===== config.mk =====
export PLATFORM = sky130hd
export DESIGN_NAME = seg_disp_sched
export DESIGN_NICKNAME = d
export VERILOG_FILES = /design/src/rtl/seg_disp_sched.sv
export SDC_FILE = /design/constraint.sdc
export NUM_CORES = 1
export LEC_CHECK = 0
export ABC_AREA = 1
export BUFFER_PORTS_ARGS = -buffer_cell sky130_fd_sc_hd__buf_2
export CORE_AREA = 5 5 97 99
export DETAILED_ROUTE_END_ITERATION = 8
export DIE_AREA = 0 0 102 104
export HOLD_SLACK_MARGIN = 0.1
export PLACE_DENSITY = 0.56
export SLEW_MARGIN = 30
export SYNTH_ARGS = -nofsm -noshare
export SYNTH_HDL_FRONTEND = slang
export SYNTH_SLANG_ARGS = --single-unit

===== constraint.sdc =====
create_clock -name i_clk -period 2.2 [get_ports i_clk]
set_input_delay 0.22 -clock i_clk [delete_from_list [all_inputs] [get_ports i_clk]]
set_output_delay 0.22 -clock i_clk [all_outputs]
set_load 0.01 [all_outputs]

===== src/rtl/seg_disp_sched.sv =====
// seg_disp_sched: shares a 4-digit multiplexed seven-segment display between two
// 16-bit requesters. It generates the digit scan timing and re-arbitrates ownership
// round-robin, but only at frame boundaries, so a digit never shows a mix of sources.
// The owner's data is snapshotted once per frame for the downstream decoder.
module seg_disp_sched #(
    parameter int CLK_DIV     = 1000,  // clock cycles per digit slot (>=2)
    parameter int HOLD_FRAMES = 4      // minimum owned frames when contended (>=1)
) (
    input  logic        i_clk,
    input  logic        i_rst,
    input  logic [1:0]  i_req,
    input  logic [15:0] i_data0,
    input  logic [15:0] i_data1,
    output logic [1:0]  o_gnt,
    output logic [15:0] o_data,
    output logic [1:0]  o_digit_sel,
    output logic [3:0]  o_an,
    output logic        o_frame_done
);

    localparam int PW = (CLK_DIV > 1) ? $clog2(CLK_DIV) : 1;
    localparam int HW = $clog2(HOLD_FRAMES + 1);
    localparam logic [PW-1:0] PRESC_MAX = PW'(CLK_DIV - 1);
    localparam logic [HW-1:0] HOLD_MAX  = HW'(HOLD_FRAMES);
    localparam logic [HW-1:0] HOLD_LAST = HW'(HOLD_FRAMES - 1);

    typedef enum logic [1:0] {
        ST_IDLE = 2'd0,
        ST_OWN0 = 2'd1,
        ST_OWN1 = 2'd2
    } state_t;

    logic [PW-1:0] presc_reg, presc_next;
    logic [1:0]    digit_reg, digit_next;
    state_t        state_reg, state_next;
    logic [15:0]   data_reg, data_next;
    logic [3:0]    an_reg, an_next;
    logic [HW-1:0] hold_reg, hold_next;
    logic          last_reg, last_next;   // 0 = src0 owned last, 1 = src1

    logic          tick;
    logic          boundary;
    logic [3:0]    an_dec;

    // Arbitration decision helpers
    logic          grant_en;
    logic          grant_sel;
    logic          stay_en;
    logic          cur_src;

    assign tick     = (presc_reg == PRESC_MAX);
    assign boundary = tick && (digit_reg == 2'd3);

    // Scan timing: prescaler wraps every slot, digit advances on each slot tick
    always_comb begin
        presc_next = tick ? '0 : presc_reg + 1'b1;
        digit_next = tick ? digit_reg + 2'd1 : digit_reg;
    end

    // One-hot-low anode pattern for the digit that will be shown after this edge
    generate
        for (genvar gi = 0; gi < 4; gi++) begin : g_an_dec
            assign an_dec[gi] = (digit_next != 2'(gi));
        end
    endgenerate

    // Arbitration FSM: only acts on the frame-boundary cycle
    always_comb begin
        state_next = state_reg;
        data_next  = data_reg;
        hold_next  = hold_reg;
        last_next  = last_reg;
        grant_en   = 1'b0;
        grant_sel  = 1'b0;
        stay_en    = 1'b0;
        cur_src    = (state_reg == ST_OWN1);

        if (boundary) begin
            case (state_reg)
                ST_IDLE: begin
                    if (i_req == 2'b11) begin
                        grant_en  = 1'b1;
                        grant_sel = ~last_reg;
                    end else if (i_req[0]) begin
                        grant_en  = 1'b1;
                        grant_sel = 1'b0;
                    end else if (i_req[1]) begin
                        grant_en  = 1'b1;
                        grant_sel = 1'b1;
                    end
                end
                ST_OWN0, ST_OWN1: begin
                    if (i_req[cur_src]) begin
                        // Contended owner yields only once its hold window completes
                        if (i_req[~cur_src] && (hold_reg >= HOLD_LAST)) begin
                            grant_en  = 1'b1;
                            grant_sel = ~cur_src;
                        end else begin
                            stay_en = 1'b1;
                        end
                    end else if (i_req[~cur_src]) begin
                        // Owner released: hand over immediately, hold is irrelevant
                        grant_en  = 1'b1;
                        grant_sel = ~cur_src;
                    end else begin
                        state_next = ST_IDLE;
                    end
                end
                default: state_next = ST_IDLE;
            endcase

            if (grant_en) begin
                state_next = grant_sel ? ST_OWN1 : ST_OWN0;
                data_next  = grant_sel ? i_data1 : i_data0;
                hold_next  = '0;
                last_next  = grant_sel;
            end else if (stay_en) begin
                data_next = cur_src ? i_data1 : i_data0;
                hold_next = (hold_reg == HOLD_MAX) ? hold_reg : hold_reg + 1'b1;
            end
        end

        an_next = (state_next == ST_IDLE) ? 4'b1111 : an_dec;
    end

    // State register for scan timing, ownership and the frame snapshot
    always_ff @(posedge i_clk) begin
        if (i_rst) begin
            presc_reg <= '0;
            digit_reg <= 2'd0;
            state_reg <= ST_IDLE;
            data_reg  <= 16'h0000;
            an_reg    <= 4'b1111;
            hold_reg  <= '0;
            last_reg  <= 1'b1;  // src0 wins the first tie
        end else begin
            presc_reg <= presc_next;
            digit_reg <= digit_next;
            state_reg <= state_next;
            data_reg  <= data_next;
            an_reg    <= an_next;
            hold_reg  <= hold_next;
            last_reg  <= last_next;
        end
    end

    assign o_gnt        = {state_reg == ST_OWN1, state_reg == ST_OWN0};
    assign o_data       = data_reg;
    assign o_digit_sel  = digit_reg;
    assign o_an         = an_reg;
    assign o_frame_done = boundary;

endmodule


==> results of run 1 <==
==> power by group through the flow <==
stage | Sequential (mW) | Combinational [mW] | Clock (mW)
after global placement | 0.712 | 0.146 | 0
after CTS | 0.696 | 0.148 | 0.523
after floorplan | 0.711 | 0.0873 | 0
final | 0.696 | 0.148 | 0.504
after detailed placement | 0.712 | 0.147 | 0
after global routing | 0.696 | 0.170 | 0.553
==> layer usage <==
layer | wire (um) | GRT usage (%) | vias up
met5 | 0 | 0 | -
li1 | - | - | 1313
met4 | 64 | 2.91 | 0
met2 | 2600 | 19.5 | 67
met3 | 387 | 3.22 | 8
met1 | 2920 | 15.5 | 1050
==> area by class of cell <==
class	count	share of cell area [%]
Inverter	59	7.45
Multi-Input combinational cell	272	47.4
Clock buffer	7	2.91
Tap cell	108	4.55
Clock inverter	1	0.168
Timing Repair Buffer	65	11.9
Sequential cell	38	25.6
==> layout by cell type (no fill, tap or decap), types with 2 or more instances in the layout <==
| cell | n |
|---|---|
| a21oi_1 | 31 |
| a21oi_2 | 9 |
| buf_2 | 60 |
| buf_4 | 3 |
| clkbuf_8 | 6 |
| dfxtp_1 | 38 |
| ha_1 | 9 |
| inv_1 | 55 |
| inv_2 | 3 |
| nand2_1 | 99 |
| nand2_2 | 14 |
| nand2_4 | 2 |
| nand3_1 | 13 |
| nand4_1 | 3 |
| nor2_1 | 37 |
| nor2_2 | 2 |
| nor2_4 | 2 |
| nor3_1 | 3 |
| o21ai_0 | 26 |
| o21ai_1 | 10 |
==> path summary, 6_finish.rpt <==
check	from	slack, ns	cells past startpoint	to
setup reg to reg	state_reg[0]$_SDFF_PP0_	0.28	12	o_data[11]$_SDFFE_PP0P_
setup / recovery	state_reg[0]$_SDFF_PP0_	0.28	12	o_data[11]$_SDFFE_PP0P_
hold / removal	i_rst	0.18	2	hold_reg[2]$_SDFFE_PP0P_
hold reg to reg	presc_reg[0]$_SDFF_PP0_	0.47	1	presc_reg[0]$_SDFF_PP0_
==> worst max-delay path, cell delays in order, from the launching register on <==
cell	delay (ns)
dfxtp_1	0.39
inv_1	0.08
ha_1	0.27
inv_1	0.04
nor2_1	0.18
nand2_1	0.09
nand2_2	0.14
nand2_4	0.14
buf_12	0.19
nand2_1	0.06
nand2_1	0.05
a21oi_1	0.13
nor2_1	0.05
==> per-stage QoR <==
stage / power (mW) / instance area (um^2) / setup WS (ns) / util [%]
finish: 1.35 / 2970 / 0.277 / 35.1
CTS: 1.37 / 2960 / 0.225 / 35.0
global route: 1.42 / 2970 / 0.0148 / 35.1
global placement: 0.858 / 2870 / 0.250 / 33.9
floorplan: 0.799 / 2480 / 0.396 / -
detailed placement: 0.859 / 2870 / 0.239 / 33.9
==> repair_timing <==
action	4_1_cts	5_1_grt
endpoints found under the setup margin	0	4
hold endpoints to repair	0	0
resized for setup	0	2
==> cells by family after synthesis <==
| group | count (synthesis) | share of synthesized area [%] |
|---|---|---|
| and+or+nand+nor | 183 | 34.1 |
| adders and majority gates | 9 | 4.55 |
| DFF | 38 | 30.7 |
| AOI/OAI and AO/OA | 78 | 17.3 |
| xor gates and xnor gates | 2 | 0.707 |
| buffers and inverters | 73 | 12.6 |
==> impl_metrics.py, run 1 <==
metrics = {
    "outcome": {
        "outcome": "complete, no violations",
    },
    "logic_synthesis": {
        "synth.ff_latch_count": 38,
        "synth_top_area_share_pct": 30.7,
        "synthTopCellsByArea": "dfxtp_1, nand2_1, inv_1",
        "syn_inst": 383,
        "ys.flop_type": "dfxtp_1",
        "netlist_area_mm2": 0.00248,
        "yosys.cell_count.top_type": "nand2_1",
        "synth_common_cells": "nand2_1, inv_1, dfxtp_1",
        "ys_seq_area_share_pct": 30.7,
        "synth_top_cell_by_area": "dfxtp_1",
        "synth.avg_cell_area_um2": 6.47,
        "ys_types": 35,
        "synthArstFlopShare_pct": 0,
        "synth_edf_count": 0,
        "synthesis.nets": 428,
        "yosys_warnings": 0,
    },
    "detailed_routing": {
        "drc": 0,
        "routedWlPerCell_um": 10.8,
        "vias": 2438,
        "viasPerCell": 4.43,
        "drt_iter0_drc": 64,
        "dr.pass1.iters": 4,
        "routed_wl_um": 5970,
        "route.antenna.remaining_nets": 0,
    },
    "power": {
        "p_leak_nw": 1.40,
        "p_int_mw": 1.00,
        "p_sw_mw": 0.344,
        "combPwrFrac_pct": 11.0,
        "powerDensity_mw_per_mm2": 453,
        "p_sw_share_pct": 25.5,
        "pwr-share-clk_pct": 37.4,
        "seqPwrFrac_pct": 51.6,
        "vdd_drop_max_v": 0.000189,
    },
    "placement": {
        "portBuffers": 60,
        "place.gp.congestion": 0.794,
        "hpwl_um": 4560,
        "dp_cells": 542,
    },
    "die": {
        "rows": 34,
        "die_h_um": 104,
        "dieArea_mm2": 0.0106,
        "core_area_mm2": 0.00847,
        "initial_core_util_pct": 29.3,
        "die_x_um": 102,
        "io_pins": 61,
    },
    "global_routing": {
        "grt_max_degree": 33,
        "antenna_found_initial": 0,
        "grt_pass1_wl_um": 10600,
        "grt_pass1_vias": 2382,
        "grt_use_total_pct": 12.0,
        "grt_remaining_overflow": 0,
    },
    "critical_path": {
        "worst_setup_path_start_kind": "flop",
        "worst-path-max-fanout": 26,
        "cp.required_ns": 2.39,
        "crit_arrival_ns": 2.11,
        "cp-end-kind": "flop",
        "criticalPathCategory": "flop to flop",
    },
    "timing": {
        "rsz0062_at_grt": "false",
        "fmax_mhz": 520,
        "setup_viol": 0,
        "fin_worst_skew_ns": 0.00855,
        "period_needed_ns": 1.92,
        "slew_violations": 0,
        "tns_ns": 0,
        "hold_violations": 0,
        "relSlewSlack_pct": 76.7,
        "tightest_slew_ns": 0.349,
        "holdWs_ns": 0.181,
        "timing.final.crit_share_pct": 87.4,
    },
    "cts": {
        "tritoncts": "done",
        "root_buffer": "clkbuf_8",
        "htreeDepth": 2,
        "cts_buffer_depth": 2,
        "post_cts_buffers": 0,
        "path_clk_slew_ns": 0.08,
        "worstSkewPairLatency_ns": 0.29,
        "cts-buffers-inserted": 5,
        "clock_sinks": 38,
        "holdBufCountCts": 0,
    },
    "cells_and_area": {
        "largest_reg_flops": 16,
        "drive_gt1_share_pct": 24.7,
        "multi_input_area_mm2": 0.00141,
        "final_net_count": 486,
        "fin_cells": 550,
        "regArea_um2": 761,
        "areaGrowthSynthToFinish_pct": 19.9,
        "antenna_cells": 0,
        "nFillCells": 909,
    },
    "run": {
        "maxCapViolCount": 0,
    },
    "min_path": {
        "worstHoldPathType": "primary input to flop",
    },
}
(Power assumes the default switching activity.)
==> inputs of run 2 (changes only) <==
CELL_PAD_IN_SITES_DETAIL_PLACEMENT = 1   (was default)
CELL_PAD_IN_SITES_GLOBAL_PLACEMENT = 2   (was default)
CORE_AREA = 5 5 101 103   (was 5 5 97 99)
DIE_AREA = 0 0 106 108   (was 0 0 102 104)
PLACE_DENSITY = 0.84   (was 0.56)
==> run 2 against run 1 <==
  * Combinational power is 5% higher
  * First-iteration DRC count is 25% higher
  * Maximum frequency is 0.26% higher
  * Sequential share of layout area is 0.14 points lower
==> impl_metrics.py, run 2 (same netlist as run 1, synthesis figures left out) <==
metrics = {
    "cts": {
        "ctsResizeCount": 0,
        "cts_buffer_depth": 2,
        "worstSkewPairLatency_ns": 0.29,
        "tritoncts": "done",
        "path_clk_slew_ns": 0.08,
        "clock_sinks": 38,
        "holdBufCountCts": 0,
        "htreeDepth": 2,
        "root_buffer": "clkbuf_8",
        "post_cts_buffers": 0,
        "cts-buffers-inserted": 5,
    },
    "detailed_routing": {
        "route.antenna.remaining_nets": 0,
        "drt_iter0_drc": 80,
        "drc": 0,
        "dr.pass1.iters": 4,
        "routed_wl_um": 6990,
        "vias": 2517,
        "viasPerCell": 4.54,
        "routedWlPerCell_um": 12.6,
    },
    "timing": {
        "period_needed_ns": 1.92,
        "relSlewSlack_pct": 75.5,
        "setup_viol": 0,
        "tightest_slew_ns": 0.366,
        "tns_ns": 0,
        "fin_worst_skew_ns": 0.00577,
        "fmax_mhz": 521,
        "rsz0062_at_grt": "false",
        "slew_violations": 0,
        "setup_slack_ns": 0.282,
        "timing.final.crit_share_pct": 87.2,
        "hold_violations": 0,
        "holdWs_ns": 0.173,
    },
    "critical_path": {
        "cp.required_ns": 2.39,
        "worst-path-max-fanout": 26,
        "crit_arrival_ns": 2.11,
        "cp-end-kind": "flop",
        "worst_setup_path_start_kind": "flop",
        "r2r_cells": 13,
        "timing.rr.start": "hold_reg[0]$_SDFFE_PP0P_",
        "regToRegEndpoint": "o_data[14]$_SDFFE_PP0P_",
        "criticalPathCategory": "flop to flop",
        "r2r_slack_ns": 0.28,
    },
    "cells_and_area": {
        "fin_cells": 554,
        "final_common_cell": "nand2_1",
        "post-route-util_pct": 32.9,
        "antenna_cells": 0,
        "largest_reg_flops": 16,
        "nFillCells": 1221,
        "drive_gt1_share_pct": 25.5,
        "postLayoutCellArea_mm2": 0.00300,
        "layout_common_cells": "nand2_1, buf_2, inv_1, nor2_1, dfxtp_1",
        "final_net_count": 487,
        "areaGrowthSynthToFinish_pct": 21.0,
    },
    "power": {
        "vdd_drop_max_v": 0.000179,
        "powerDensity_mw_per_mm2": 455,
        "power_mw": 1.36,
        "p_leak_nw": 1.41,
    },
    "die": {
        "dieArea_mm2": 0.0114,
        "initial_core_util_pct": 27.2,
        "core_area_mm2": 0.00911,
        "die_x_um": 106,
        "rows": 35,
        "io_pins": 61,
        "die_h_um": 108,
    },
    "outcome": {
        "outcome": "complete, no violations",
    },
    "min_path": {
        "min_to": "hold_reg[2]$_SDFFE_PP0P_",
        "hold_path_startpoint": "i_rst",
        "worstHoldPathType": "primary input to flop",
        "hold_depth": 2,
    },
    "global_routing": {
        "grt_use_met3_pct": 2.81,
        "grt_max_degree": 33,
        "grt_pass1_wl_um": 12200,
        "grt_use_met1_pct": 15.8,
        "antenna_found_initial": 0,
        "grt_pass1_vias": 2628,
        "grt_remaining_overflow": 0,
        "met2_usage_pct": 23.4,
        "grt.busiest_layer": "met2",
        "grt_use_total_pct": 12.9,
    },
    "placement": {
        "portBuffers": 60,
        "hpwl_um": 5510,
        "dp_slack_ns": 0.189,
        "dp_cells": 546,
        "dpl_cell_area_mm2": 0.00290,
        "place.gp.congestion": 0.739,
    },
    "run": {
        "maxCapViolCount": 0,
    },
}
==> run 2: changes by cell type in the layout (fill, tap and decap cells not counted) <==
cell and change:
buf_12 +1, buf_6 -1, clkbuf_1 -1, dfxtp_1 -2
clkinvlp_4 +1, dfxtp_2 +2, buf_4 +1
==> run 2: critical path, cell delays in order (launching register included) <==
cell	delay, ns
dfxtp_1	0.34
ha_1	0.20
ha_1	0.17
nor2_1	0.08
nand2_1	0.06
nand2_1	0.05
nand2_1	0.07
nand2_1	0.08
nand2_2	0.11
nand2_4	0.18
buf_12	0.19
a21oi_1	0.06
a21oi_1	0.15
nor2_1	0.05
==> run 2: per-layer routing <==
layer	wire [um]	vias up
li1	-	1311
met1	3220	1153
met2	3420	45
met3	296	8
met4	55	0
met5	0	-
==> run 2: area by class of cell <==
| type | count | area (um^2) | area share [%] |
|---|---|---|---|
| flip-flops and latches | 38 | 763 | 25.5 |
| inverters | 59 | 221 | 7.39 |
| clock inverters | 2 | 12.5 | 0.417 |
| multi-input cells | 272 | 1410 | 47.0 |
| repair buffers | 66 | 370 | 12.4 |
| clock buffers | 6 | 82.6 | 2.75 |
| well taps | 111 | 139 | 4.63 |
==> run 2: where the power goes <==
part	switching, mW	internal (mW)	leakage [nW]
registers	0.00443	0.692	0.308
logic	0.0927	0.0619	1.06
clock network	0.260	0.252	0.0472
total	0.357	1.01	1.41
==> run 2: how the worst max path moves through the flow <==
stage                                     to  slack, ns  cells past startpoint                      from
floorplan             o_data[2]$_SDFFE_PP0P_       0.40                     14   state_reg[0]$_SDFF_PP0_
global placement    hold_reg[1]$_SDFFE_PP0P_       0.26                     12   state_reg[0]$_SDFF_PP0_
detailed placement  hold_reg[1]$_SDFFE_PP0P_       0.19                     12   state_reg[0]$_SDFF_PP0_
CTS                 hold_reg[1]$_SDFFE_PP0P_       0.18                     12   state_reg[0]$_SDFF_PP0_
global route         o_data[14]$_SDFFE_PP0P_      0.009                     14   state_reg[0]$_SDFF_PP0_
finish               o_data[14]$_SDFFE_PP0P_       0.28                     13  hold_reg[0]$_SDFFE_PP0P_
